<file path="src/rtl/config_pkg.sv">
// Shared widths and the op bundle for the FP<->int conversion shift path.
package config_pkg;
  localparam int CVTLEN   = 64;
  localparam int NF       = 52;
  localparam int SHW      = CVTLEN + NF + 1;
  localparam int SAW      = $clog2(SHW);
  localparam int CVT_TAGW = 5;

  typedef struct packed {
    logic [SHW-1:0]      data;
    logic [SAW-1:0]      amt;
    logic                uf;
    logic [CVT_TAGW-1:0] tag;
  } cvt_shift_op_t;

  // Any amount at or beyond the data width shifts every bit out.
  function automatic logic amt_overshift(input logic [SAW-1:0] amt);
    return {1'b0, amt} >= (SAW+1)'(SHW);
  endfunction
endpackage

</file>
<file path="src/rtl/cvt_barrel_lsh.sv">
// Combinational logarithmic left shifter, result truncated to W bits.
// Latency 0; no handshake.
module cvt_barrel_lsh #(
  parameter int W  = 8,
  parameter int SA = 3
) (
  input  logic [W-1:0]  d,
  input  logic [SA-1:0] amt,
  output logic [W-1:0]  y
);
  always_comb begin
    y = d;
    for (int i = 0; i < SA; i++) begin
      if (amt[i]) y = y << (2**i);
    end
  end
endmodule

</file>
<file path="src/rtl/cvt_norm_shift_pipe.sv">
// Two-stage coarse/fine normalization shifter feeding the conversion rounder.
// Latency 2 cycles; InReady is combinational from OutReady (no skid), full pipe stalls upstream.
module cvt_norm_shift_pipe
  import config_pkg::*;
#(
  parameter int FINEBITS = 2,
  parameter int TAGW     = CVT_TAGW
) (
  input  logic            clk,
  input  logic            reset_n,
  input  logic            Flush,
  input  logic            InValid,
  output logic            InReady,
  input  logic [SHW-1:0]  CvtShiftIn,
  input  logic [SAW-1:0]  CvtShiftAmt,
  input  logic            CvtResUfIn,
  input  logic [TAGW-1:0] TagIn,
  output logic            OutValid,
  input  logic            OutReady,
  output logic [SHW-1:0]  Shifted,
  output logic            CvtResUf,
  output logic [TAGW-1:0] TagOut,
  output logic            Overshift
);
  cvt_shift_op_t       op_in;
  logic                s1_vld, s2_vld;
  logic                adv1, adv2, acc;
  logic                ovs_in;
  logic [SAW-1:0]      coarse_amt;
  logic [SHW-1:0]      coarse, fine;
  logic [SHW-1:0]      s1_dat, s2_dat;
  logic [FINEBITS-1:0] s1_fine;
  logic                s1_ovs, s1_uf, s2_ovs, s2_uf;
  logic [TAGW-1:0]     s1_tag, s2_tag;

  assign op_in = '{data: CvtShiftIn, amt: CvtShiftAmt, uf: CvtResUfIn, tag: TagIn};

  assign adv2    = ~s2_vld | OutReady;
  assign adv1    = ~s1_vld | adv2;
  assign acc     = InValid & adv1;
  assign InReady = adv1;

  assign coarse_amt = {op_in.amt[SAW-1:FINEBITS], {FINEBITS{1'b0}}};
  assign ovs_in     = amt_overshift(op_in.amt);

  cvt_barrel_lsh #(.W(SHW), .SA(SAW)) u_coarse (
    .d   (op_in.data),
    .amt (coarse_amt),
    .y   (coarse)
  );

  cvt_barrel_lsh #(.W(SHW), .SA(FINEBITS)) u_fine (
    .d   (s1_dat),
    .amt (s1_fine),
    .y   (fine)
  );

  // Flush beats accept/advance; data regs are left alone and simply go stale.
  always_ff @(posedge clk or negedge reset_n) begin
    if (!reset_n) begin
      s1_vld <= 1'b0;
      s2_vld <= 1'b0;
    end else if (Flush) begin
      s1_vld <= 1'b0;
      s2_vld <= 1'b0;
    end else begin
      if (adv1) s1_vld <= InValid;
      if (adv2) s2_vld <= s1_vld;
    end
  end

  always_ff @(posedge clk or negedge reset_n) begin
    if (!reset_n) begin
      s1_dat  <= '0;
      s1_fine <= '0;
      s1_ovs  <= 1'b0;
      s1_uf   <= 1'b0;
      s1_tag  <= '0;
    end else if (acc) begin
      s1_dat  <= ovs_in ? '0 : coarse;
      s1_fine <= op_in.amt[FINEBITS-1:0];
      s1_ovs  <= ovs_in;
      s1_uf   <= op_in.uf;
      s1_tag  <= op_in.tag;
    end
  end

  always_ff @(posedge clk or negedge reset_n) begin
    if (!reset_n) begin
      s2_dat <= '0;
      s2_ovs <= 1'b0;
      s2_uf  <= 1'b0;
      s2_tag <= '0;
    end else if (adv2 & s1_vld) begin
      s2_dat <= fine;
      s2_ovs <= s1_ovs;
      s2_uf  <= s1_uf;
      s2_tag <= s1_tag;
    end
  end

  assign OutValid  = s2_vld;
  assign Shifted   = s2_dat;
  assign CvtResUf  = s2_uf;
  assign TagOut    = s2_tag;
  assign Overshift = s2_ovs;
endmodule

</file>
<file path="config.mk">
export PLATFORM = sky130hd
export DESIGN_NAME = cvt_norm_shift_pipe
export DESIGN_NICKNAME = d
export VERILOG_FILES = /design/src/rtl/config_pkg.sv /design/src/rtl/cvt_barrel_lsh.sv /design/src/rtl/cvt_norm_shift_pipe.sv
export SDC_FILE = /design/constraint.sdc
export NUM_CORES = 1
export LEC_CHECK = 0
export CAP_MARGIN = 40
export CORE_ASPECT_RATIO = 1.4
export CORE_MARGIN = 2
export CORE_UTILIZATION = 34
export DETAILED_ROUTE_END_ITERATION = 7
export SYNTH_ARGS = -nofsm -noshare
export SYNTH_HDL_FRONTEND = slang
export SYNTH_SLANG_ARGS = --single-unit
</file>
<file path="constraint.sdc">
create_clock -name clk -period 4.8 [get_ports clk]
set_input_delay 0.72 -clock clk [delete_from_list [all_inputs] [get_ports clk]]
set_output_delay 0.72 -clock clk [all_outputs]
set_load 0.005 [all_outputs]
</file>
**Yosys cells after proc, flatten, opt, wreduce, memory -nomap -nowiden**

Cells that the tools add are included.

- Magnitude comparators: 1
- Multiplexer cells: 12
- Bitwise gates (word level): 6
- Reduce and logical (&&, ||, !) cells: 2

Operators by type and width:

| operator | number |
|---|---|
| 117-bit two-way mux | 8 |
| 7-bit greater-or-equal comparator, second input constant | 1 |
| 1-bit two-way mux | 4 |
| 2-bit nonzero test | 2 |
| 1-bit AND | 2 |
| 1-bit inverter | 2 |
| 1-bit OR | 2 |

- Bits in registers: 252
- Input port bits: 135
- Output and inout port bits: 126
- Logic and storage cells: 32

**Logic depth before layout (Yosys ltp)**

- Depth after elaboration: 6
- Depth in mapped cells: 10

**Modules after synthesis**

From an unflattened synthesis, not the netlist that was laid out.

- Cell total of the unflattened synthesis: 1947
- Area, all modules: 22091.2 sq um

Modules (own cells, without submodules):

| module | times used | cells an instance | area each (sq um) |
|---|---|---|---|
| cvt_norm_shift_pipe | 1 | 697 | 9834.4 |
| cvt_barrel_lsh at u_coarse | 1 | 990 | 9749.4 |
| cvt_barrel_lsh at u_fine | 1 | 260 | 2507.4 |

**Worst setup path before layout**

OpenSTA, ideal clock, no wires.

- Path kind: input port to flip-flop
- From: input CvtShiftAmt[2]
- To: register s1_dat[113]
- Arrival time: 2.231 ns
- Required time: 4.674 ns
- Slack: 2.443 ns
- Cell stages on the path: 8
- Buffers on the path: 3
- Cells stage by stage: buf_6 buf_12 buf_6 mux2_4 mux2i_4 mux2i_1 mux2_2 a221o_1

- Cells in the longest elaborated chain, start to end: 6
- Elaborated cells on any way between the ends: 7
- Those cells by class: order compare (1); mux (6)

RTL lines:

| item | line | text |
|---|---|---|
| start, declared | cvt_norm_shift_pipe.sv:15 | `input logic [SAW-1:0] CvtShiftAmt,` |
| 117-bit two-way mux (5 in a row) | cvt_barrel_lsh.sv:14 | `if (amt[i]) y = y << (2**i);` |
| 117-bit two-way mux (*) | cvt_norm_shift_pipe.sv:80 | `s1_dat <= ovs_in ? '0 : coarse;` |
| end signal, assigned | cvt_norm_shift_pipe.sv:80 |  |
| end, declared | cvt_norm_shift_pipe.sv:31 | `logic [SHW-1:0] s1_dat, s2_dat;` |

Every way passes the cells marked *; elsewhere a longest branch is shown, timed or not.
A chain may end at the register's enable or synchronous reset.

**Worst setup path in the final report**

- From: input OutReady
- To: output InReady

- Cells in the longest elaborated chain, start to end: 2

RTL lines:

| item | line | text |
|---|---|---|
| start, declared | cvt_norm_shift_pipe.sv:19 | `input logic OutReady,` |
| 1-bit OR | cvt_norm_shift_pipe.sv:38 | `assign adv2 = ~s2_vld \| OutReady;` |
| 1-bit OR | cvt_norm_shift_pipe.sv:39 | `assign adv1 = ~s1_vld \| adv2;` |
| end, declared | cvt_norm_shift_pipe.sv:13 | `output logic InReady,` |

Every way passes these cells.

==> results by group <==
Synth
  • Synth top area share: 33.9%
  • FF+latch count, synth: 252
  • Compound-Gate Fraction of Synth Area: 11.7%
  • Post-synthesis xor/xnor area fraction: 0%
  • Synth Area per Inst: 12.1 um^2
  • Cells after Synth: 1537
  • Cell taking the most area after synthesis: dfrtp_1
  • Synth Cell Area: 18600 um^2
  • Post-synth EDFFs: 0
  • Sequential area share after synthesis: 33.9%
  • Area share of fa/ha/maj cells after synthesis: 0%
  • Ys async rst share: 100%
  • Synth warn: 0
  • Largest cells by area after synthesis: dfrtp_1 34%, mux4_2 27%, mux2_2 10%, mux2i_1 5.4%, nand2_1 3.7%
  • Post-synthesis simple-gate area fraction: 7.23%
  • Post-synthesis mux area share: 42.6%
  • Synth cell types: 68
  • Main flop type after synthesis: dfrtp_1
  • Synthesized netlist net count: 1672
  • Main combinational cell family by area after synthesis: multiplexers

Setup path
  • Crit-path max cell delay: 540 ps
  • Worst path required time: 4080 ps
  • Critical path's most frequent cell: clkdlybuf4s50_1
  • Crit-path max FO: 4
  • Crit-path leading delay family: buffers and inverters
  • Setup Crit Path Kind: in -> out
  • Reg2reg setup slack: 2000 ps
  • Worst-path cell chain: clkdlybuf4s50_1 > and3b_1 > inv_1 > clkdlybuf4s50_1
  • Worst Setup SP: OutReady
  • Slowest cell on the critical path: and3b_1
  • Nature of the critical path startpoint: primary input
  • Worst path bufs/invs: 3
  • Critical Path AT: 2490 ps
  • CP Capture Type: primary output
  • Crit Reg-Reg Startpoint: s1_vld

Routing
  • Total Wirelength: 71.9 mm
  • DRC: 0
  • Vias/cell: 6.12
  • Via count: 15104
  • Drt first pass iters: 5
  • Drt wl/cell: 29.2 um
  • Final ANT Viol Nets: 0
  • First DRT Iteration DRCs: 1431

GRT
  • Total track usage: 25.1%
  • Antenna violations before repair: 1
  • First-pass GRT wire length: 106 mm
  • Grt ovf: 0
  • Largest net degree at the start of global routing: 133
  • Vias in the first global route: 15054

Floorplanning
  • Num ports: 261
  • Core area: 54200 um^2
  • Width of the die: 202 um
  • Row count: 101
  • Die footprint: 56600 um^2
  • Die height: 281 um
  • Initial Util: 34.3%

Clock network
  • Resized cells post-CTS: 0
  • Reg clk slew, reported paths: 60 ps
  • Sink Count: 252
  • CTS Buf Count: 26
  • Clk_lat worst skew: 550 ps
  • Post-CTS Setup Inserts: 0
  • CTS Hold Bufs: 0
  • Clock buffer depth: 3
  • CTS tree: done
  • Clk Tree Root Cell: clkbuf_16
  • H-tree depth: 1

Timing
  • Pins Over Slew Limit: 0
  • Slew at the pin closest to its max-slew limit: 976 ps
  • Final setup violation count: 0
  • Final worst slack: 1590 ps
  • Min cycle time layout: 3210 ps
  • Fmax: 311 MHz
  • Fin crit share: 66.9%
  • Clk_skew: 11.8 ps
  • Final TNS setup: 0 ps
  • RSZ-0062 raised after global routing: no
  • WHS: 194 ps
  • Final hold violations: 0
  • Slew margin rel.: 33.9%

Final layout
  • Final net count: 1861
  • Non-Filler Instances: 2466
  • Area grow syn2layout: 22.0%
  • Antenna cells: 0
  • Final Util: 41.9%
  • Fillers: 5125
  • Share of layout cells above drive strength 1: 28.9%

Min path
  • Min-Delay Path Class: in -> async

Run
  • Max Cap Viol: 0

Pwr
  • Sequential power share: 38.4%
  • Sw frac: 31.6%
  • Worst VDD drop: 0.000267 V
  • P_int: 0.00506 W
  • Combinational share of power: 32.6%
  • Leak: 9.07 nW
  • Switch Pwr: 0.00233 W
  • Clock network fraction of total power: 28.9%
  • Pwr/cell area: 326 nW/um^2

Placed design
  • Placer Congestion: 0.956
  • Inst Count DP: 2419
  • Detailed Place HPWL: 55.2 mm
  • Port Buffer Count: 260
  • Setup WS pre-CTS: 1190 ps

Status
  • Status: finished clean
==> power by group through the flow <==
stage                     sequential (W)  combinational, W  clock (W)
after floorplan                  0.00272           0.00130          0
after global placement           0.00288           0.00238          0
after detailed placement         0.00288           0.00242          0
after CTS                        0.00284           0.00242    0.00219
after global routing             0.00288           0.00257    0.00228
final                            0.00284           0.00241    0.00214
==> final timing paths <==
check / end / depth (start not counted)
setup / recovery: InReady / 4
hold / removal: Shifted[17] / 1
setup reg to reg: s1_dat[97] / 7
hold reg to reg: s1_tag[1] / 2
max in group asynchronous: Shifted[63] / 2
min in group clk: s1_tag[1] / 2
==> kinds of logic after synthesis <==
kind of cell	after synthesis
and+or+nand+nor	319
muxes	494
DFF	252
buffers and inverters	160
AOI/OAI and AO/OA	312
==> through the flow <==
stage	area [um^2]	total power, W
final	22700	0.00740
after global routing	22700	0.00773
after CTS	22700	0.00745
after detailed placement	21800	0.00530
after global placement	21800	0.00526
after floorplan	18600	0.00402
==> state kept, by name, summed over array words and instances (netlist names) <==
register   cells
CvtResUf       1
OutValid       1
Overshift      1
Shifted      117
TagOut         5
s1_dat       117
s1_fine        2
s1_ovs         1
s1_tag         5
s1_uf          1
s1_vld         1
==> final cells by class <==
class                      count  area (um^2)  area share, %
clock buffer                  36          739           3.26
timing repair buffer         312         3080           13.6
multi-input combinational   1125        11500           50.6
sequential                   252         6310           27.8
inverter                       9         33.8          0.149
tap                          721          902           3.97
clock inverter                11          143          0.628
==> cell usage in the layout, fill, tap and decap left out, drive strengths merged, types with 12 or more instances in the layout <==
| master | synthesis | routed |
|---|---|---|
| clkdlybuf4s50 | 0 | 255 |
| dfrtp | 252 | 252 |
| mux4 | 219 | 219 |
| nand2 | 185 | 185 |
| mux2 | 173 | 173 |
| mux2i | 102 | 102 |
| o21ai | 74 | 74 |
| nor2 | 66 | 66 |
| buf | 92 | 57 |
| a21oi | 49 | 49 |
| a22o | 36 | 36 |
| clkbuf | 59 | 36 |
| a211oi | 23 | 23 |
| o22ai | 14 | 14 |
| a22oi | 14 | 14 |
| nand3 | 12 | 12 |
| nor2b | 12 | 12 |
| nor3 | 12 | 12 |
==> cell usage after synthesis (14+ instances only) <==
| cell type | number |
|---|---|
| dfrtp_1 | 252 |
| mux4_2 | 219 |
| nand2_1 | 185 |
| mux2_2 | 168 |
| mux2i_1 | 101 |
| nor2_1 | 66 |
| o21ai_0 | 64 |
| clkbuf_1 | 59 |
| buf_2 | 51 |
| a21oi_1 | 49 |
| a22o_1 | 36 |
| a211oi_1 | 23 |
| buf_1 | 17 |
| buf_6 | 15 |
| o22ai_1 | 14 |
==> layer usage <==
| metal | part of all wire [%] | track usage [%] | up-vias |
|---|---|---|---|
| met5 | 0.018 | 0 | - |
| met4 | 3.9 | 9.07 | 2 |
| met3 | 5.5 | 2.56 | 103 |
| met2 | 49 | 42.1 | 632 |
| met1 | 42 | 33.9 | 7929 |
| li1 | - | - | 6438 |
No activity file was read; power rests on OpenSTA's default activity.
